File: src/rtl/layer_compositor.sv
// Three-stage sprite layer compositor: priority select, palette lookup, fade scaling.
// A small FSM steps the global fade level once per frame tick.
module layer_compositor #(
    parameter int NUM_LAYERS = 4,
    parameter int IDX_W      = 6,
    parameter int PAL_DEPTH  = 64,
    parameter int TRANSP_IDX = 0
) (
    input  logic                    Clk,
    input  logic                    Reset_n,
    input  logic                    pix_valid_in,
    input  logic [9:0]              DrawX,
    input  logic [9:0]              DrawY,
    input  logic [NUM_LAYERS-1:0]   layer_hit,
    input  logic [NUM_LAYERS*8-1:0] layer_idx,
    input  logic [7:0]              bg_idx,
    input  logic                    pal_we,
    input  logic [IDX_W-1:0]        pal_waddr,
    input  logic [23:0]             pal_wdata,
    input  logic                    fade_start,
    input  logic                    fade_dir,
    input  logic                    frame_tick,
    output logic                    fade_busy,
    output logic                    pix_valid_out,
    output logic [9:0]              DrawX_out,
    output logic [9:0]              DrawY_out,
    output logic [7:0]              VGA_R,
    output logic [7:0]              VGA_G,
    output logic [7:0]              VGA_B
);

    typedef enum logic [1:0] {IDLE, FADE_OUT, FADE_IN} fade_state_e;

    localparam logic [IDX_W-1:0] TRANSP    = IDX_W'(TRANSP_IDX);
    localparam logic [4:0]       LEVEL_MAX = 5'd16;

    fade_state_e      state_d, state_q;
    logic [4:0]       level_d, level_q;
    logic             fade_busy_q;

    logic [IDX_W-1:0] sel_d, sel_q;
    logic             s1_valid_q, s2_valid_q, s3_valid_q;
    logic [9:0]       s1_x_q, s1_y_q, s2_x_q, s2_y_q, s3_x_q, s3_y_q;
    logic [23:0]      color_d, color_q;
    logic [7:0]       r_d, g_d, b_d, r_q, g_q, b_q;
    logic [12:0]      prod_r, prod_g, prod_b;

    logic [23:0]      pal_q [PAL_DEPTH];
    logic             rd_in_range, wr_in_range;
    logic             found;
    logic             unused_bits;

    assign unused_bits = ^{bg_idx, layer_idx};

    // Range checks only exist when the palette does not fill the index space.
    if (PAL_DEPTH < (1 << IDX_W)) begin : g_partial_pal
        assign rd_in_range = (sel_q < IDX_W'(PAL_DEPTH));
        assign wr_in_range = (pal_waddr < IDX_W'(PAL_DEPTH));
    end else begin : g_full_pal
        assign rd_in_range = 1'b1;
        assign wr_in_range = 1'b1;
    end

    always_comb begin
        sel_d = bg_idx[IDX_W-1:0];
        found = 1'b0;
        for (int unsigned i = 0; i < NUM_LAYERS; i++) begin
            if (!found && layer_hit[i] && (layer_idx[i*8 +: IDX_W] != TRANSP)) begin
                sel_d = layer_idx[i*8 +: IDX_W];
                found = 1'b1;
            end
        end
    end

    always_comb begin
        color_d = rd_in_range ? pal_q[sel_q] : '0;
    end

    always_comb begin
        prod_r = 13'(color_q[23:16]) * 13'(level_q);
        prod_g = 13'(color_q[15:8])  * 13'(level_q);
        prod_b = 13'(color_q[7:0])   * 13'(level_q);
        r_d    = 8'(prod_r >> 4);
        g_d    = 8'(prod_g >> 4);
        b_d    = 8'(prod_b >> 4);
    end

    // A tick at the end stop (0 out / 16 in) exits without moving the level.
    always_comb begin
        state_d = state_q;
        level_d = level_q;
        unique case (state_q)
            IDLE: begin
                if (fade_start) state_d = fade_dir ? FADE_IN : FADE_OUT;
            end
            FADE_OUT: begin
                if (frame_tick) begin
                    if (level_q != 5'd0) level_d = level_q - 5'd1;
                    if (level_q <= 5'd1) state_d = IDLE;
                end
            end
            FADE_IN: begin
                if (frame_tick) begin
                    if (level_q != LEVEL_MAX) level_d = level_q + 5'd1;
                    if (level_q >= LEVEL_MAX - 5'd1) state_d = IDLE;
                end
            end
            default: state_d = IDLE;
        endcase
    end

    always_ff @(posedge Clk or negedge Reset_n) begin
        if (!Reset_n) begin
            state_q     <= IDLE;
            level_q     <= LEVEL_MAX;
            fade_busy_q <= 1'b0;
        end else begin
            state_q     <= state_d;
            level_q     <= level_d;
            fade_busy_q <= (state_d != IDLE);
        end
    end

    always_ff @(posedge Clk or negedge Reset_n) begin
        if (!Reset_n) begin
            for (int unsigned i = 0; i < PAL_DEPTH; i++) pal_q[i] <= '0;
        end else if (pal_we && wr_in_range) begin
            pal_q[pal_waddr] <= pal_wdata;
        end
    end

    always_ff @(posedge Clk or negedge Reset_n) begin
        if (!Reset_n) begin
            sel_q      <= '0;
            s1_valid_q <= 1'b0;
            s1_x_q     <= '0;
            s1_y_q     <= '0;
            color_q    <= '0;
            s2_valid_q <= 1'b0;
            s2_x_q     <= '0;
            s2_y_q     <= '0;
            r_q        <= '0;
            g_q        <= '0;
            b_q        <= '0;
            s3_valid_q <= 1'b0;
            s3_x_q     <= '0;
            s3_y_q     <= '0;
        end else begin
            sel_q      <= sel_d;
            s1_valid_q <= pix_valid_in;
            s1_x_q     <= DrawX;
            s1_y_q     <= DrawY;
            color_q    <= color_d;
            s2_valid_q <= s1_valid_q;
            s2_x_q     <= s1_x_q;
            s2_y_q     <= s1_y_q;
            r_q        <= r_d;
            g_q        <= g_d;
            b_q        <= b_d;
            s3_valid_q <= s2_valid_q;
            s3_x_q     <= s2_x_q;
            s3_y_q     <= s2_y_q;
        end
    end

    assign fade_busy     = fade_busy_q;
    assign pix_valid_out = s3_valid_q;
    assign DrawX_out     = s3_x_q;
    assign DrawY_out     = s3_y_q;
    assign VGA_R         = r_q;
    assign VGA_G         = g_q;
    assign VGA_B         = b_q;

endmodule
File: config.mk
export PLATFORM = sky130hd
export DESIGN_NAME = layer_compositor
export DESIGN_NICKNAME = d
export VERILOG_FILES = /design/src/rtl/layer_compositor.sv
export SDC_FILE = /design/constraint.sdc
export NUM_CORES = 2
export LEC_CHECK = 0
export CORE_ASPECT_RATIO = 1.75
export CORE_MARGIN = 10
export CORE_UTILIZATION = 27
export CTS_CLUSTER_DIAMETER = 150
export DETAILED_ROUTE_END_ITERATION = 8
export SLEW_MARGIN = 20
export SYNTH_ARGS = -nofsm -noshare
export SYNTH_HDL_FRONTEND = slang
export SYNTH_SLANG_ARGS = --single-unit
File: constraint.sdc
create_clock -name Clk -period 6.95 [get_ports Clk]
set_input_delay 2.085 -clock Clk [delete_from_list [all_inputs] [get_ports Clk]]
set_output_delay 2.085 -clock Clk [all_outputs]
set_load 0.005 [all_outputs]
==> metrics.md <==
| Metric | Value |
|---|---|
| Drt drc | 0 |
| FILL cells | 27800 |
| Pin count of the biggest net entering global routing | 177 |
| Cell taking the most area after synthesis | dfrtp_1 |
| Post-CTS Resized | 0 |
| CP Launch Type | input pin |
| IO Count | 147 |
| Asr flop ratio synth | 1.00 |
| FMAX | 0.221 GHz |
| Final Wtd Congestion | 0.774 |
| First-pass GRT wire length | 319000 um |
| Max Cap Viol | 0 |
| Clock Power Share | 0.361 |
| Post-Syn Nets | 5191 |
| Final Net Count | 5167 |
| Ranking of synthesized cells by area | dfrtp_1, mux2_2, mux4_2 |
| Post-synth EDFFs | 0 |
| IO buf count | 136 |
| Die area | 0.306 mm2 |
| Slew headroom | 0.255 |
| Pre-antenna DRT Iters | 5 |
| Share of cells above drive strength 1 | 0.478 |
| Skew-Pair Late Insertion Delay | 840 ps |
| Fin crit period | 4520 ps |
| VDD IR max | 0.197 mV |
| Layout Area Growth over Synthesis | 14.2% |
| Arr. time, crit path | 5170 ps |
| Status | finished clean |
| Clk_skew | 72.8 ps |
| Die height | 724 um |
| DRT iter0 DRCs | 2722 |
| Post-synthesis instance total | 4983 |
| Switching Power | 7.18 mW |
| Final WL | 212000 um |
| Yosys warning count | 0 |
| Post-Syn Area per Cell | 15.3 um2 |
| Type of the tightest min-delay check | flop to flop |
| Setup violators final | 0 |
| Hold_buf cts | 0 |
| Critical path fanouts, max | 24 |
| Pleak | 39.0 nW |
| Vias in the first global route | 48500 |
| Root Buffer Master | clkbuf_16 |
| Post-DRT Antenna Nets | 0 |
| Worst Setup Path Type | input pin to flop |
| WL/cell | 23.9 um |
| Max-slew violation count | 0 |
| Seq pwr share | 0.451 |
| CTS clock-pin slew for the worst setup and hold paths | 60 ps |
| Cell with the most instances after synthesis | dfrtp_1 |
| Post-synth cell types | 65 |
| Setup repair bufs after CTS | 0 |
| Maximum buffer depth of the clock tree | 4 |
| Hold WS | 344 ps |
| Seq cells post-synth | 1661 |
| Power Dens Cells | 300 mW/mm2 |
| Die width | 422 um |
| TritonCTS Sinks | 1661 |
| Switching share of total power | 0.274 |
| Tot Pwr | 26.2 mW |
| H-tree levels | 4 |
| Initial Utilization | 0.271 |
| Vias per cell | 4.85 |
| Synth top area share | 0.543 |
| Final HPWL DP | 132000 um |
| Slew @ Worst Pin | 1110 ps |
| Total Routing Usage GR | 0.136 |
| Fin Setup TNS | 0 ps |
| Synth Flop Type | dfrtp_1 |
| CP required | 7600 ps |
| Post-Syn Area | 0.0765 mm2 |
| CTS tree | built |
| Post-synth top cells | dfrtp_1, mux2_2, mux4_2, clkbuf_1, nor2_1 |
| Total CTS buffers | 168 |
| Unrepaired setup endpoints after global routing | no |
| Hold Vio Cnt, Final | 0 |
| CP Capture Type | flop |
| Vias | 43000 |
| Crit share post-route | 0.650 |
| Logic pwr share | 0.188 |
| Remaining global-route overflow | 0 |
| Initial antenna violation count | 11 |
| Core region area | 0.282 mm2 |
| Seq/Total Area, Yosys | 0.543 |
| Core Rows | 258 |
| Int Power | 19.0 mW |
worst paths after layout:
| check | start | to | slack [ps] | depth (start not counted) |
|---|---|---|---|---|
| min in group asynchronous | Reset_n | pal_q[169]$_DFFE_PN0P_ | 1210 | 1 |
| worst min register to register | s1_y_q[4]$_DFF_PN0_ | s2_y_q[4]$_DFF_PN0_ | 340 | 0 |
| worst max-delay path | pal_waddr[1] | pal_q[676]$_DFFE_PN0P_ | 2430 | 5 |
| max in group asynchronous | Reset_n | pal_q[984]$_DFFE_PN0P_ | 4060 | 2 |
| worst max register to register | level_q[2]$_DFFE_PN0P_ | VGA_B[6]$_DFF_PN0_ | 2490 | 12 |
| worst min-delay path | s1_y_q[4]$_DFF_PN0_ | s2_y_q[4]$_DFF_PN0_ | 340 | 0 |
layout by cell type, fill, tap and decap left out, types with 39 or more instances in the layout:
| cell | count |
|---|---|
| inv_1 | 73 |
| and2_1 | 79 |
| fa_1 | 48 |
| mux2_2 | 1536 |
| nor2_1 | 95 |
| clkbuf_16 | 171 |
| clkdlybuf4s50_1 | 111 |
| nand2_1 | 85 |
| o22ai_1 | 39 |
| mux4_2 | 394 |
| nor2_2 | 39 |
| ha_1 | 59 |
| a22oi_1 | 43 |
| dfrtp_1 | 1655 |
| buf_4 | 115 |
cell type report:
class,count,area (um2),area share
Antenna cell,10,25.0,0.000287
Clock buffer,228,4800,0.0550
Clock inverter,64,866,0.00991
Inverter,73,274,0.00314
Multi-Input combinational cell,2788,32600,0.373
Sequential cell,1661,41600,0.476
Tap cell,3770,4720,0.0540
Timing Repair Buffer,267,2450,0.0280
layer usage:
metal,share of wire,track usage,vias to the layer above
li1,-,-,18200
met1,0.37,0.149,23500
met2,0.53,0.255,951
met3,0.044,0.0216,425
met4,0.053,0.0656,4
met5,0.00011,0,-
worst max-delay path, stage by stage:
cell and delay [ps]:
clkdlybuf4s50_1 920, nor2b_1 320, nand3_1 410, nor2_4 990
mux2_2 430
cells by family (layout without fill, tap and decap cells):
group,count (synthesis),in the layout,share of synthesized area
muxes,1946,1946,0.344
DFF,1661,1661,0.543
buffers and inverters,534,632,0.0325
and+or+nand+nor,431,431,0.0283
AOI/OAI and AO/OA,274,274,0.0259
adders and majority gates,107,107,0.0222
xor gates and xnor gates,30,30,0.00344
other,0,10,0
power groups by stage:
stage          combinational, mW  sequential (mW)  clock [mW]
2_1_floorplan               3.60             11.6           0
3_3_place_gp                4.88             11.9           0
3_5_place_dp                5.00             12.0           0
4_1_cts                     5.02             11.8        9.75
5_1_grt                     5.41             12.0        10.1
6_report                    4.93             11.8        9.47
registers in the layout (all words and copies together) (netlist names), 2 cells and up:
name       cells
DrawX_out     10
DrawY_out     10
VGA_B          8
VGA_G          8
VGA_R          8
color_q       24
level_q        5
pal_q       1536
s1_x_q        10
s1_y_q        10
s2_x_q        10
s2_y_q        10
sel_q          6
state_q        2
per-stage QoR:
stage,cell area (um2),instances,util,worst slack (ps)
after floorplan,76500,4983,-,2800
after global placement,81600,8559,0.289,1750
after detailed placement,81600,8559,0.289,1680
final,87300,8861,0.310,2430
after CTS,87300,8851,0.309,2470
after global routing,87300,8852,0.309,2260
No activity file was read; power rests on OpenSTA's default activity.
